==> src/rtl/id_ex_pipeline_register.sv <==
// rtl/id_ex_pipeline_register.sv - ID/EX stage register with load-use stall, bubble insertion and flush
// Optional macro ID_EX_ZERO_EXT_EN adds id_zero_ext to zero-extend ANDI/ORI/XORI immediates.
module id_ex_pipeline_register #(
  parameter int CTRL_W = 9,
  parameter int CNT_W  = 16
) (
  input  logic              clk,
  input  logic              rst_n,
  input  logic              flush,
  input  logic              id_valid,
  input  logic [31:0]       id_pc4,
  input  logic [31:0]       id_rd1,
  input  logic [31:0]       id_rd2,
  input  logic [31:0]       id_imm_ext,
  input  logic [4:0]        id_rs,
  input  logic [4:0]        id_rt,
  input  logic [4:0]        id_rd,
  input  logic              id_uses_rs,
  input  logic              id_uses_rt,
  input  logic [CTRL_W-1:0] id_ctrl,
`ifdef ID_EX_ZERO_EXT_EN
  input  logic              id_zero_ext,
`endif
  output logic              stall,
  output logic              ex_valid,
  output logic [31:0]       ex_pc4,
  output logic [31:0]       ex_rd1,
  output logic [31:0]       ex_rd2,
  output logic [31:0]       ex_imm,
  output logic [4:0]        ex_rs,
  output logic [4:0]        ex_rt,
  output logic [4:0]        ex_write_reg,
  output logic [CTRL_W-1:0] ex_ctrl,
  output logic [CNT_W-1:0]  stall_count
);

  localparam int MEM_READ = 1;
  localparam int REG_DST  = 5;

  logic        hz;
  logic [31:0] imm_sel;
  logic [4:0]  write_reg_sel;

  // Load in EX whose rt is read by the ID instruction; r0 never creates a dependency.
  always_comb begin
    hz = id_valid && ex_valid && ex_ctrl[MEM_READ] && (ex_rt != 5'd0) &&
         ((id_uses_rs && (id_rs == ex_rt)) || (id_uses_rt && (id_rt == ex_rt)));
  end

  assign stall = hz & ~flush;

  always_comb begin
    imm_sel = id_imm_ext;
`ifdef ID_EX_ZERO_EXT_EN
    if (id_zero_ext) begin
      imm_sel = {16'h0000, id_imm_ext[15:0]};
    end
`endif
    write_reg_sel = id_ctrl[REG_DST] ? id_rd : id_rt;
  end

  always_ff @(posedge clk or negedge rst_n) begin
    if (!rst_n) begin
      ex_valid     <= 1'b0;
      ex_pc4       <= '0;
      ex_rd1       <= '0;
      ex_rd2       <= '0;
      ex_imm       <= '0;
      ex_rs        <= '0;
      ex_rt        <= '0;
      ex_write_reg <= '0;
      ex_ctrl      <= '0;
    end else if (flush || stall) begin
      ex_valid     <= 1'b0;
      ex_pc4       <= '0;
      ex_rd1       <= '0;
      ex_rd2       <= '0;
      ex_imm       <= '0;
      ex_rs        <= '0;
      ex_rt        <= '0;
      ex_write_reg <= '0;
      ex_ctrl      <= '0;
    end else begin
      ex_valid     <= id_valid;
      ex_pc4       <= id_pc4;
      ex_rd1       <= id_rd1;
      ex_rd2       <= id_rd2;
      ex_imm       <= imm_sel;
      ex_rs        <= id_rs;
      ex_rt        <= id_rt;
      ex_write_reg <= write_reg_sel;
      ex_ctrl      <= id_valid ? id_ctrl : '0;
    end
  end

  always_ff @(posedge clk or negedge rst_n) begin
    if (!rst_n) begin
      stall_count <= '0;
    end else if (stall && (stall_count != '1)) begin
      stall_count <= stall_count + CNT_W'(1);
    end
  end

endmodule

==> config.mk <==
export PLATFORM = sky130hd
export DESIGN_NAME = id_ex_pipeline_register
export DESIGN_NICKNAME = d
export VERILOG_FILES = /design/src/rtl/id_ex_pipeline_register.sv
export SDC_FILE = /design/constraint.sdc
export NUM_CORES = 1
export LEC_CHECK = 0
export ABC_AREA = 1
export CAP_MARGIN = 30
export CORE_AREA = 2 2 128 130
export CTS_CLUSTER_DIAMETER = 120
export DETAILED_ROUTE_END_ITERATION = 10
export DIE_AREA = 0 0 130 132
export PLACE_DENSITY_LB_ADDON = 0.3
export SYNTH_ARGS = -nofsm -noshare
export SYNTH_HDL_FRONTEND = slang
export SYNTH_SLANG_ARGS = --single-unit
export TNS_END_PERCENT = 5
==> constraint.sdc <==
create_clock -name clk -period 2.95 [get_ports clk]
set_input_delay 0.4425 -clock clk [delete_from_list [all_inputs] [get_ports clk]]
set_output_delay 0.4425 -clock clk [all_outputs]
set_load 0.01 [all_outputs]
* Yosys cells after proc, flatten, opt, wreduce, memory -nomap -nowiden
Index checks and enable logic that the tools add are counted.
** Cells by class
- Add/sub/neg operators :: 1
- Equal/unequal tests :: 3
- Muxes and demuxes :: 11
- Bitwise logic cells :: 2
- Reductions and logical operators :: 10
** Operators by type and width (count)
- 32-bit two-way mux :: 4
- 5-bit two-way mux :: 4
- 9-bit two-way mux :: 2
- 16-bit by 1-bit adder with 16-bit output, second input constant :: 1
- 16-bit inequality test, second input constant :: 1
- 5-bit == test :: 2
- 1-bit logical AND :: 7
- 5-bit nonzero test :: 1
- 1-bit logical OR :: 2
- 1-bit bitwise AND :: 1
- 1-bit two-way mux :: 1
- 1-bit inverter :: 1
** Storage, ports and cells
- Bits in registers :: 169
- Input port bits :: 158
- Output and inout bits :: 170
- Word-level logic and storage cells :: 37

* Depth between registers and ports, before layout
- Depth in word-level cells :: 7
- Gate-level depth with buffers :: 11
- Gate-level depth less buffers :: 10

* Least setup slack after synthesis
No wires, ideal clock.
- Path kind :: flip-flop to flip-flop
- From :: register stall_count[0]
- To :: register stall_count[13]
- Library setup time :: 0.116 ns
- Arrival :: 1.450 ns
- Required time :: 2.834 ns
- Slack :: 1.384 ns
- Stages on the path, launching flop included :: 11
- Buffers on the path :: 0
- Period minus slack after synthesis :: 1.566 ns
- Path through :: dfrtp_1 > ha_1 > nand3_2 > nor2_1 > nand2_1 > nor2_1 > nand2_1 > nor2_1 > nor2_1 > nand2_1 > nand2_1
** Between the ends
- Longest elaborated chain between the ends :: 2
- Elaborated cells between the ends (all ways) :: 3
- Classes of those cells :: add/sub (1); eq/ne (1); reduce/logical (1)
** RTL lines
- start, declared :: line 34 : output logic [CNT_W-1:0] stall_count
- start signal, assigned :: line 100 : stall_count <= stall_count + CNT_W'(1);
- parallel branches: the longest is 2 deep, another holds 16-bit by 1-bit adder with 16-bit output
Several ways; the timed one is not identified.
A chain may end at the register's enable or synchronous reset.

* Worst setup path in the final report
- From :: input id_rs[4]
- To :: output stall
** Between the ends
- Longest elaborated chain between the ends :: 5
** RTL lines
- start, declared :: line 15 : input logic [4:0] id_rs,
- 5-bit == test :: line 47 : ((id_uses_rs && (id_rs == ex_rt)) || (id_uses_rt && (id_rt == ex_rt)));
- 1-bit logical AND :: line 47
- 1-bit logical OR :: line 47
- 1-bit logical AND :: line 46 : hz = id_valid && ex_valid && ex_ctrl[MEM_READ] && (ex_rt != 5'd0) &&
- 1-bit bitwise AND :: line 50 : assign stall = hz & ~flush;
- end, declared :: line 24 : output logic stall,
No other way between the ends.

==> run metrics <==
Final Hold Viols 0; clk_skew 0.00904 ns; Clock Latency Late Sink 0.42 ns; final instance area a little over 10000 sq um; routed len/inst 14.3 um; initial antenna violation count 0; clock transition at the registers of the reported paths 0.06 ns; post-CTS sizing 0; Diodes inserted 0; syn_area_per_cell 9.53 sq um; remaining antenna violation count 0; Die Span X 130 um; GPL Wtd Cong 0.812; grt ovf 0; CTS sink count 169; pwr dens 520 nW/um^2; most frequent cells in the layout clkdlybuf4s50_1 (326), nor2_1 (178), dfrtp_1 (169), inv_1 (146), nand2_1 (99); DR vias 5119; fmax 373 MHz; minimum clock period around 2.7 ns; TNS Setup 0 ns; Die Ht between 100 and 150 um; Unique masters post-synth 22; maximum VDD drop 0.389 mV; Max Slew Vio Count 0; CTS Hold Buffers Added 0; area delta synth->final 65.2%; die area 17200 sq um; #FFs+latches synth 169; result of the run finished, final reports clean; Num CTS Buffers 17; layout cells sized above 1 about 5.4%; Critical Path Source id_rs[4]; CTS tree built; Worst setup EP type primary output; Placement Cell Area 9780 sq um; worst-margin pin slew 0.655 ns; Core ar. between 15000 and 20000 sq um; cells after synthesis 659; HPWL Detailed approximately 13000 um; DRT iter0 DRCs around 230; vias in the first global route between 5k and 6k; Max Cap Viol 0; global-route wire length before repair 27100 um; Hold WC Path Type input pin to asynchronous set/reset pin; initial core utilization approximately 40%; Synth Warn # 0; FILL cells 1274; Syn Nets 818; largest fanout on the critical path 3; Lkg Pwr 5.25 nW; WS Path Type input pin to primary output; via/cell ratio 4.20; commonest non-fill, non-tap cell in the layout clkdlybuf4s50_1; period utilization 90.8%; setup slack, reg-to-reg about 0.99 ns; pin count of the biggest net entering global routing around 90; I/O Buffers roughly 330; RSZ-0062 raised after global routing false; Slew HR 56.4%; Seq/Total Area, Yosys 67.4%; Worst Path Arrival 2.24 ns; R2R Path Start ex_rt[4]; Mapped Area 6280 sq um; drc violations 0; clk buf depth 2; Setup-failing EPs final 0; CTS Root Cell clkbuf_16; postcts setup bufs 0; Final #Nets 1150; startpoint types input pin; Total GRT Usage about a fifth; Row Count 46; Crit path required time 2.51 ns; H-tree Lvls 4; Ports 328; TritonRoute pass-1 iters 4; final wirelength 17400 um
## kinds of logic (layout without fill, tap and decap cells)
logic type               after synthesis  count (layout)  share of synthesized area [%]
XOR/XNOR                              14              14                           1.95
flip-flops                           169             169                           67.4
AO/OA/AOI/OAI                          6               6                          0.518
adder cells (fa/ha/maj)                1               1                          0.199
AND/OR/NAND/NOR                      296             296                           18.6
buffers and inverters                173             518                           11.4
## layout make-up
type | count | area [sq um] | area share, %
Inverter | 153 | 574 | 5.54
Multi-Input combinational cell | 317 | 1350 | 13.0
Clock inverter | 13 | 141 | 1.36
Clock buffer | 19 | 453 | 4.37
Timing Repair Buffer | 333 | 3360 | 32.4
Sequential cell | 169 | 4230 | 40.8
Tap cell | 216 | 270 | 2.61
## Yosys cell counts
cell	number	area share (%)
nor2_1	178	11
dfrtp_1	169	67
inv_1	146	8.7
nand2_1	99	5.9
xor2_1	9	1.3
buf_2	8	0.64
inv_2	7	0.42
nand3_1	7	0.56
a21oi_1	5	0.40
buf_4	5	0.60
buf_6	5	0.90
xnor2_1	5	0.70
clkbuf_1	2	0.12
nand2_2	2	0.20
nand3_2	2	0.32
nand4_1	2	0.20
nor2_2	2	0.20
nor3_1	2	0.16
ha_1	1	0.20
nand4_2	1	0.20
nor3_2	1	0.16
o21bai_1	1	0.12
## stage by stage
step / setup WS [ns] / utilization (%) / total power [mW] / cells / hold slack (ns)
2_1_floorplan: 1.38 / - / 2.70 / 659 / 0.147
3_3_place_gp: 0.243 / 62.2 / 3.21 / 1188 / 0.506
3_5_place_dp: 0.227 / 62.2 / 3.22 / 1188 / 0.506
4_1_cts: 0.219 / 66.0 / 5.46 / 1220 / 0.0495
5_1_grt: 0.133 / 66.0 / 5.63 / 1220 / 0.0600
6_report: 0.270 / 66.0 / 5.40 / 1220 / 0.0201
## power breakdown
group | switching [mW] | internal (mW) | leakage, nW | total (mW)
Combinational | 0.295 | 0.416 | 2.76 | 0.712
Clock | 0.933 | 1.30 | 0.287 | 2.23
Sequential | 0.0320 | 2.42 | 2.20 | 2.45
Total | 1.26 | 4.14 | 5.25 | 5.40
## layer usage
| metal | global-route usage (%) | up-vias | share of wire [%] |
|---|---|---|---|
| met2 | 36.6 | 239 | 51 |
| li1 | - | 2519 | - |
| met4 | 8.30 | 0 | 2.8 |
| met1 | 21.4 | 2325 | 35 |
| met3 | 10.1 | 36 | 11 |
| met5 | 0 | - | 0 |
## final timing paths
path / end / cells after the start
worst max-delay path: stall / 10
worst min-delay path: ex_pc4[14] / 1
worst max register to register: ex_pc4[9] / 10
worst min register to register: stall_count[1] / 2
max in group asynchronous: ex_rd2[24] / 2
min in group clk: ex_rd2[21] / 3
## critical path, stage by stage
cell	delay (ns)
clkdlybuf4s50_1	0.48
inv_1	0.05
nand2_1	0.05
nand2_1	0.05
nor2_1	0.21
nand3_1	0.14
nand2_2	0.12
nand3_2	0.09
inv_1	0.07
clkdlybuf4s50_1	0.53
Power figures use the tool's default switching activity.
